**src/rtl/decoder_scan_seq.sv**
```systemverilog
// Scan sequencer feeding a 2-to-4 decoder: steps {A1,A0} through 00..11 with a
// programmable dwell per code. Codes are separated by a blanking gap with en
// low, so the address only moves while the decoder is disabled.
module decoder_scan_seq #(
    parameter int unsigned DWELL_W = 8,
    parameter int unsigned BLANK   = 1   // legal range 1..15
) (
    input  logic               clk,
    input  logic               rst_n,
    input  logic               run,
    input  logic               mode,
    input  logic [DWELL_W-1:0] dwell,
    output logic               A1,
    output logic               A0,
    output logic               en,
    output logic               busy,
    output logic               sweep_done
);

    localparam int unsigned BLANK_W = 4;

    typedef enum logic [1:0] {
        IDLE   = 2'd0,
        ACTIVE = 2'd1,
        GAP    = 2'd2
    } state_t;

    state_t             state_q, state_d;
    logic [1:0]         code_q, code_d;
    logic [DWELL_W-1:0] dwell_cnt_q, dwell_cnt_d;
    logic [DWELL_W-1:0] dwell_eff;
    logic [BLANK_W-1:0] blank_cnt_q, blank_cnt_d;
    logic               mode_q, mode_d;
    logic               run_q;
    logic               start;
    logic               sweep_done_d;

    // A dwell of zero behaves like one cycle
    assign dwell_eff = (dwell == '0) ? DWELL_W'(1) : dwell;

    // Single-sweep mode starts only on a rising edge of run
    assign start = mode ? (run & ~run_q) : run;

    // The address register is itself the decoder select
    assign A1 = code_q[1];
    assign A0 = code_q[0];

    // State, counters and registered outputs
    always_ff @(posedge clk or negedge rst_n) begin
        if (!rst_n) begin
            state_q     <= IDLE;
            code_q      <= 2'b00;
            dwell_cnt_q <= '0;
            blank_cnt_q <= '0;
            mode_q      <= 1'b0;
            run_q       <= 1'b0;
            en          <= 1'b0;
            busy        <= 1'b0;
            sweep_done  <= 1'b0;
        end else begin
            state_q     <= state_d;
            code_q      <= code_d;
            dwell_cnt_q <= dwell_cnt_d;
            blank_cnt_q <= blank_cnt_d;
            mode_q      <= mode_d;
            run_q       <= run;
            en          <= (state_d == ACTIVE);
            busy        <= (state_d != IDLE);
            sweep_done  <= sweep_done_d;
        end
    end

    // Next-state and next-value logic
    always_comb begin
        state_d      = state_q;
        code_d       = code_q;
        dwell_cnt_d  = dwell_cnt_q;
        blank_cnt_d  = blank_cnt_q;
        mode_d       = mode_q;
        sweep_done_d = 1'b0;

        case (state_q)
            IDLE: begin
                code_d = 2'b00;
                if (start) begin
                    state_d     = ACTIVE;
                    mode_d      = mode;
                    dwell_cnt_d = dwell_eff;
                end
            end

            ACTIVE: begin
                if (dwell_cnt_q > DWELL_W'(1)) begin
                    dwell_cnt_d = dwell_cnt_q - DWELL_W'(1);
                end else if (!run) begin
                    // Stop request wins over sweep completion
                    state_d     = IDLE;
                    code_d      = 2'b00;
                    dwell_cnt_d = '0;
                end else if ((code_q == 2'b11) && mode_q) begin
                    state_d      = IDLE;
                    code_d       = 2'b00;
                    dwell_cnt_d  = '0;
                    sweep_done_d = 1'b1;
                end else begin
                    state_d      = GAP;
                    code_d       = code_q + 2'd1;
                    blank_cnt_d  = BLANK_W'(BLANK);
                    sweep_done_d = (code_q == 2'b11);
                end
            end

            GAP: begin
                // run is deliberately ignored here; a stop lands after the next dwell
                if (blank_cnt_q > BLANK_W'(1)) begin
                    blank_cnt_d = blank_cnt_q - BLANK_W'(1);
                end else begin
                    state_d     = ACTIVE;
                    blank_cnt_d = '0;
                    dwell_cnt_d = dwell_eff;
                end
            end

            default: begin
                state_d = IDLE;
                code_d  = 2'b00;
            end
        endcase
    end

endmodule
```
**config.mk**
```make
export PLATFORM = sky130hd
export DESIGN_NAME = decoder_scan_seq
export DESIGN_NICKNAME = d
export VERILOG_FILES = /design/src/rtl/decoder_scan_seq.sv
export SDC_FILE = /design/constraint.sdc
export NUM_CORES = 1
export LEC_CHECK = 0
export CAP_MARGIN = 20
export CORE_UTILIZATION = 30
export DETAILED_ROUTE_END_ITERATION = 6
export SLEW_MARGIN = 5
export SYNTH_ARGS = -nofsm -noshare
export SYNTH_HDL_FRONTEND = slang
export SYNTH_SLANG_ARGS = --single-unit
```
**constraint.sdc**
```tcl
create_clock -name clk -period 2.5 [get_ports clk]
set_input_delay 0.375 -clock clk [delete_from_list [all_inputs] [get_ports clk]]
set_output_delay 0.375 -clock clk [all_outputs]
set_load 0.05 [all_outputs]
```
# [Word-level counts from Yosys, hierarchy flattened]
# Index checks and enable logic that the tools add are counted.
[totals] romBits=0 reg_bits=21 mem_count=0 ramBits=0 latch_bits=0 input_bits=12 elab_cells=64
[classes] mux=27 n_lt_le_gt_ge=2 multipliers=0 add_sub_neg=3 eq_ne=10 bitwise=3 n_reduce_logical=10 shift=0 div_mod_pow=0
[ops] cell="8-bit two-way mux" count=6
[ops] cell="8-bit case mux with 3 select lines" count=1
[ops] cell="2-bit two-way mux" count=8
[ops] cell="4-bit two-way mux" count=4
[ops] cell="2-bit != test (second input constant)" count=5
[ops] cell="8-bit by 1-bit > comparator with 1-bit output (second input constant)" count=1
[ops] cell="8-bit logical NOT" count=1
[ops] cell="4-bit case mux with 2 select lines" count=1
[ops] cell="4-bit AND reduction" count=2
[ops] cell="8-bit by 1-bit subtractor with 8-bit output (second input constant)" count=1
[ops] cell="2-bit case mux with 3 select lines" count=1
[ops] cell="1-bit two-way mux" count=5
[ops] cell="2-bit by 1-bit equality test with 1-bit output (second input constant)" count=2
[ops] cell="2-bit equality test (second input constant)" count=2
[ops] cell="4-bit by 1-bit > comparator with 1-bit output (second input constant)" count=1
[ops] cell="4-bit != test (second input constant)" count=1
[ops] cell="2-bit case mux with 2 select lines" count=1
[ops] cell="2-bit AND reduction" count=2
[ops] cell="2-bit nonzero test" count=2
[ops] cell="4-bit by 1-bit subtractor with 4-bit output (second input constant)" count=1
[ops] cell="3-bit nonzero test" count=1
[ops] cell="2-bit by 1-bit adder with 2-bit output (second input constant)" count=1
[ops] cell="2-bit logical NOT" count=1
[ops] cell="1-bit NOT" count=2
[ops] cell="other kinds (2)" count=2

# [Logic depth before layout (Yosys ltp)]
# Gate-level depths: netlist of run 1.
[logic_depth] ltp_word=7 mapped_depth=8

# [Worst setup path before layout of run 1]
# No wires, ideal clock.
[synth_timing] path_type="reg-to-reg" startpoint="register dwell_cnt_q[0]" endpoint="register dwell_cnt_q[7]" setup_time_ns=0.126 path_stages_with_launch=8 setup_slack_ns=0.548 arrival_time_ns=1.826 path_buffers=0 cell_sequence="dfrtp_1 -> inv_1 -> ha_1 -> nor2_1 -> nor4_4 -> a211oi_2 -> o21ai_2 -> a221o_1"
[synth_via] elab_chain_cells=3 word_cells_on_any_way=6
[synth_rtl] element="from (decl)" line="30" source="logic [DWELL_W-1:0] dwell_cnt_q, dwell_cnt_d;"
[synth_rtl] element="from (signal assigned)" line="63" source="dwell_cnt_q <= dwell_cnt_d;"
[synth_rtl] element="8-bit by 1-bit subtractor with 8-bit output / 8-bit by 1-bit > comparator with 1-bit output (equally long branches)" line="94, 93"
[synth_rtl] element="8-bit two-way mux / 4-bit != test (equally long branches)"
[synth_rtl] element="8-bit case mux with 3 select lines / 4-bit AND reduction (equally long branches)"
# Several ways; a longest one is shown, not always the timed one.
# A chain may end at the register's enable or synchronous reset.

# [Worst setup path after layout of run 1]
[layout_timing] startpoint="register dwell_cnt_q[0]" endpoint="register dwell_cnt_q[5]"
# The elaborated chain is that of the path after synthesis.

==> results of run 1 <==
==> critical path: cells and delay by family (launching register included) <==
| kind | cells | cell delay [ns] |
|---|---|---|
| buf+inv | 1 | 0.07 |
| simple gates | 3 | 0.85 |
| flops | 1 | 0.44 |
| compound gates | 2 | 0.59 |
| fa+ha+maj | 1 | 0.25 |
==> sequential cells by signal (all words and copies together), names as in the netlist <==
register / cells
blank_cnt_q: 4
busy: 1
code_q: 2
dwell_cnt_q: 8
en: 1
mode_q: 1
run_q: 1
state_q: 2
sweep_done: 1
==> power by group <==
part	switching, mW	internal (mW)	total (mW)
registers	0.135	0.469	0.603
logic	0.395	0.336	0.731
clock network	0.116	0.111	0.227
total	0.645	0.916	1.56
==> cells in the final DEF, fill, tap and decap left out, drive strengths merged <==
cell,Yosys,routed
o41ai,2,2
o21a,2,2
buf,3,2
nor4,2,2
a221o,1,1
nand2b,4,4
nor2b,3,3
dfrtp,21,21
or4,2,2
clkdlybuf4s50,0,16
nand2,17,17
clkinv,0,1
nor2,11,11
a211oi,1,1
o31ai,1,1
a22o,7,7
a21oi,2,2
nand3b,1,1
o31a,1,1
inv,5,5
and2,1,1
xnor2,1,1
mux2i,1,1
a21boi,1,1
mux2,1,1
nor3,4,4
o211ai,2,2
ha,5,5
o21ai,17,17
clkbuf,0,3
nor3b,2,2
or2,4,4
or3,1,1
==> metal layers <==
| metal | up-vias | wire length, µm | share of wire [%] |
|---|---|---|---|
| li1 | 487 | - | - |
| met1 | 467 | 1100 | 47 |
| met2 | 24 | 1130 | 48 |
| met3 | 4 | 99 | 4.2 |
| met4 | 0 | 23 | 0.97 |
| met5 | - | 0 | 0 |
==> per-stage QoR <==
stage / hold WS (ns) / instance area [µm²]
CTS: 0.462 / 1480
floorplan: 0.0794 / 1210
finish: 0.450 / 1480
global placement: 0.491 / 1430
detailed placement: 0.506 / 1430
global route: 0.478 / 1480
==> kinds of logic (layout without fill, tap and decap cells) <==
| logic type | count (synthesis) | after routing | share of synthesized area (%) |
|---|---|---|---|
| buf+inv | 8 | 27 | 3.82 |
| xor+xnor | 1 | 1 | 0.723 |
| simple gates | 52 | 52 | 22.8 |
| fa+ha+maj | 5 | 5 | 5.16 |
| flops | 21 | 21 | 43.3 |
| mux | 2 | 2 | 1.75 |
| compound gates | 37 | 37 | 22.4 |
==> Yosys cell counts, types with 2 or more instances <==
master and number:
nor2_1 11, inv_1 5, a22o_1 7, nor3b_1 2, o21a_1 2, nand2b_1 4, dfrtp_1 21, or2_2 3
nor3_1 4, a21oi_1 2, o41ai_1 2, o21ai_2 3, o21ai_0 14, nor2b_1 3, buf_6 2, nand2_1 17
ha_1 5, o211ai_2 2
==> final timing paths <==
kind	from	end	slack, ns	cells after the start
worst max-delay path	dwell_cnt_q[0]	dwell_cnt_q[5]	0.25	7
worst min-delay path	rst_n	mode_q	0.45	2
worst max register to register	dwell_cnt_q[0]	dwell_cnt_q[5]	0.25	7
worst min register to register	blank_cnt_q[1]	blank_cnt_q[1]	0.52	2
max in group asynchronous	rst_n	blank_cnt_q[0]	1.83	2
min in group clk	blank_cnt_q[1]	blank_cnt_q[1]	0.52	2
==> area by class of cell <==
type	count	area [µm²]	area share (%)
Clock buffer	3	41.3	2.79
Clock inverter	1	5.00	0.338
Inverter	5	18.8	1.27
Multi-Input combinational cell	97	641	43.3
Sequential cell	21	526	35.5
Tap cell	48	60.1	4.06
Timing Repair Buffer	18	188	12.7
==> results.json, run 1 <==
{
  "ys_top_cells_by_area": "dfrtp_1, o21ai_0, nand2_1, ha_1, a22o_1",
  "status": "finished clean",
  "cpPeakStageDelay_ns": 0.45,
  "grt_use_met3_pct": 3.65,
  "dp.cells": 189,
  "synth_top_area_share_pct": 43.3,
  "p_leak_nw": 0.612,
  "cts_resized": 0,
  "numPortBuffers": 16,
  "nNetsFinal": 163,
  "ant_nets": 0,
  "wire_per_inst_um": 12.2,
  "grt_max_degree": 22,
  "fin_cells": 193,
  "tightest_slew_ns": 0.532,
  "top_usage_layer": "met2",
  "hold_path.class": "input port to async pin",
  "gp_congestion": 0.864,
  "postLayoutCoreUtil_pct": 39.2,
  "worstPathRequired_ns": 2.71,
  "finalCritPeriodShare_pct": 89.8,
  "async_flop_share_pct": 100,
  "start_kind": "register",
  "total_power_mw": 1.56,
  "core_area_um2": 3770,
  "postSynthNetCount": 143,
  "netlist_instances": 126,
  "antenna_cells": 0,
  "path_cells": "inv_1 -> ha_1 -> nor2_1 -> nor3_1 -> or2_2 -> o41ai_1 -> a22o_1",
  "synth_top_area_cell": "dfrtp_1",
  "drv_slew": 0,
  "pwr_density_cell_nw_per_um2": 1060,
  "critPathMaxFanout": 15,
  "synth_edf_count": 0,
  "htree_levels": 1,
  "pin_count": 17,
  "detailed_place_hpwl_um": 1830,
  "finalCriticalPeriod_ns": 2.25,
  "die_h_um": 65.6,
  "use_met2_pct": 21.0,
  "synth.distinct_cells": 35,
  "synth.avg_cell_area_um2": 9.62,
  "layout-drive-gt1-share_pct": 13.1,
  "setup_viol": 0,
  "clock_path_buffers": 2,
  "rsz0062_at_grt": "no",
  "grt_pass1_vias": 948,
  "max_cap_violations": 0,
  "finalClockSkew_ns": 0.00792,
  "cts-root-buf": "clkbuf_8",
  "clk_pin_slew_ns": 0.08,
  "worstPathArrival_ns": 2.45,
  "hold_viol_final": 0,
  "antenna_found_initial": 0,
  "num_rows": 22,
  "grt_util_met1_pct": 15.5,
  "ys_ff_latch": 21,
  "worst_slack_ns": 0.255,
  "die_w_um": 65.6,
  "initial_core_util_pct": 32.1,
  "grt_pass1_wl_um": 4080,
  "finalSetupTns_ns": 0,
  "wirelength_um": 2360,
  "peakVddDrop_mv": 0.385,
  "slew_headroom_pct": 64.2,
  "fillers": 359,
  "via_count": 982,
  "grt_util_all_layers_pct": 12.5,
  "yosysWarnings": 0,
  "cts_tree": "built",
  "critPathCaptureType": "register",
  "firstDrtPassIters": 4,
  "post-place-ws_ns": 0.122,
  "hold_buffers": 0,
  "cp_slowest_cell": "or2_2",
  "drc": 0,
  "drt_iter0_drc": 47,
  "postCtsSetupBuffers": 0,
  "clock-sinks": 21,
  "gr-total-overflow": 0,
  "syn2layout_area_growth_pct": 22.0,
  "critical_path_class": "register to register",
  "synth_top_flop_cell": "dfrtp_1",
  "fp.dieArea_um2": 4300,
  "yosysSeqAreaShare_pct": 43.3,
  "fmax_ghz": 0.445,
  "clk_latency_ns": 0.26,
  "synthesis.area_um2": 1210,
  "via_per_inst": 5.09,
  "cts_buffers": 3
}
(Power assumes the default switching activity.)
==> run 2, diff against run 1 <==
--- a/config.mk
+++ b/config.mk
@@ -6,7 +6,9 @@
 export NUM_CORES = 1
 export LEC_CHECK = 0
 export CAP_MARGIN = 20
+export CORE_MARGIN = 5
 export CORE_UTILIZATION = 30
+export CTS_BUF_LIST = sky130_fd_sc_hd__clkbuf_8
 export DETAILED_ROUTE_END_ITERATION = 6
 export SLEW_MARGIN = 5
 export SYNTH_ARGS = -nofsm -noshare
==> results.json, run 2 (same netlist as run 1, synthesis figures left out) <==
{
  "status": "finished clean",
  "nNetsFinal": 165,
  "numPortBuffers": 16,
  "most-common-layout-cells": "dfrtp_1, nand2_1, clkdlybuf4s50_1",
  "finalCriticalPeriod_ns": 2.24,
  "die_h_um": 73.6,
  "num_rows": 23,
  "core_area_um2": 3970,
  "drv_slew": 0,
  "peakVddDrop_mv": 0.376,
  "cpPeakStageDelay_ns": 0.45,
  "critPathCaptureType": "register",
  "finalClockSkew_ns": 0.00345,
  "detailed_place_hpwl_um": 1910,
  "hold_path.class": "input port to async pin",
  "finalCritPeriodShare_pct": 89.6,
  "finalSetupTns_ns": 0,
  "postCtsSetupBuffers": 0,
  "syn2layout_area_growth_pct": 22.4,
  "wirelength_um": 2500,
  "total_power_mw": 1.56,
  "hold_ws_ns": 0.454,
  "drc": 0,
  "firstDrtPassIters": 4,
  "critical_path_buf_inv_count": 1,
  "ant_nets": 0,
  "antenna_cells": 0,
  "fmax_ghz": 0.447,
  "initial_core_util_pct": 30.5,
  "gp_congestion": 0.786,
  "fin_cells": 197,
  "start_kind": "register",
  "grt_util_all_layers_pct": 10.2,
  "fillers": 395,
  "tightest_slew_ns": 0.514,
  "top_register": "dwell_cnt_q",
  "hold_buffers": 0,
  "mostFrequentLayoutCell": "dfrtp_1",
  "use_met2_pct": 16.0,
  "via_count": 989,
  "reg2reg_depth": 7,
  "path_cells": "inv_1 -> ha_1 -> nor2_1 -> nor3_1 -> or2_2 -> o41ai_1 -> a22o_1",
  "htree_levels": 1,
  "wire_per_inst_um": 12.7,
  "fp.dieArea_um2": 5410,
  "hold_viol_final": 0,
  "antenna_found_initial": 0,
  "p_leak_nw": 0.616,
  "worstPathArrival_ns": 2.44,
  "grt_use_met3_pct": 3.69,
  "clock_path_buffers": 2,
  "gr-total-overflow": 0,
  "layout-drive-gt1-share_pct": 14.3,
  "die_w_um": 73.6,
  "drt_iter0_drc": 57,
  "path_depth": 7,
  "max_cap_violations": 0,
  "clk_pin_slew_ns": 0.08,
  "clock-sinks": 21,
  "cp_slowest_cell": "dfrtp_1",
  "cts_buffers": 3,
  "cp_top_family": "simple AND/OR/NAND/NOR gates",
  "largest_reg_flops": 8,
  "top_usage_layer": "met2",
  "reg_top3": "dwell_cnt_q: 8 flops, blank_cnt_q: 4 flops",
  "critPathMaxFanout": 15,
  "cts_resized": 0,
  "grt_pass1_vias": 981,
  "pin_count": 17,
  "clk_latency_ns": 0.26,
  "worstPathRequired_ns": 2.70,
  "grt_util_met1_pct": 13.2,
  "grt_pass1_wl_um": 4330,
  "cts_tree": "built",
  "rsz0062_at_grt": "no",
  "slew_headroom_pct": 65.5,
  "via_per_inst": 5.02,
  "dp.cells": 193,
  "pwr_density_cell_nw_per_um2": 1050,
  "critical_path_class": "register to register",
  "setup_viol": 0,
  "grt_max_degree": 22,
  "cts-root-buf": "clkbuf_8"
}
-- run 2: cell type report --
type | count | area [µm²] | share of cell area, %
Tap cell | 50 | 62.6 | 4.22
Multi-Input combinational cell | 97 | 641 | 43.2
Timing Repair Buffer | 20 | 190 | 12.8
Inverter | 5 | 18.8 | 1.26
Clock inverter | 1 | 5.00 | 0.337
Sequential cell | 21 | 526 | 35.4
Clock buffer | 3 | 41.3 | 2.78
-- run 2: per-stage QoR --
step | instance area [µm²] | setup slack [ns] | utilization, %
finish | 1480 | 0.261 | 37.4
global route | 1480 | 0.134 | 37.4
CTS | 1480 | 0.264 | 37.4
detailed placement | 1440 | 0.131 | 36.2
global placement | 1440 | 0.187 | 36.2
floorplan | 1210 | 0.548 | -
-- run 2: power breakdown --
group          switching [mW]  internal [mW]  leakage [nW]
sequential              0.137          0.469         0.246
combinational           0.399          0.333         0.345
clock                   0.115          0.111        0.0255
-- run 2: final timing paths --
path / slack, ns / start / to
setup / recovery: 0.26 / dwell_cnt_q[0] / dwell_cnt_q[5]
hold / removal: 0.45 / rst_n / sweep_done
setup reg to reg: 0.26 / dwell_cnt_q[0] / dwell_cnt_q[5]
hold reg to reg: 0.52 / dwell_cnt_q[3] / dwell_cnt_q[3]
max in group asynchronous: 1.83 / rst_n / dwell_cnt_q[5]
min in group clk: 0.52 / dwell_cnt_q[3] / dwell_cnt_q[3]
-- run 2: metal layers --
metal	vias up	part of all wire, %	wire length, µm
li1	494	-	-
met1	472	47	1180
met2	21	48	1190
met3	2	4.6	114
met4	0	0.40	10
met5	-	0	0
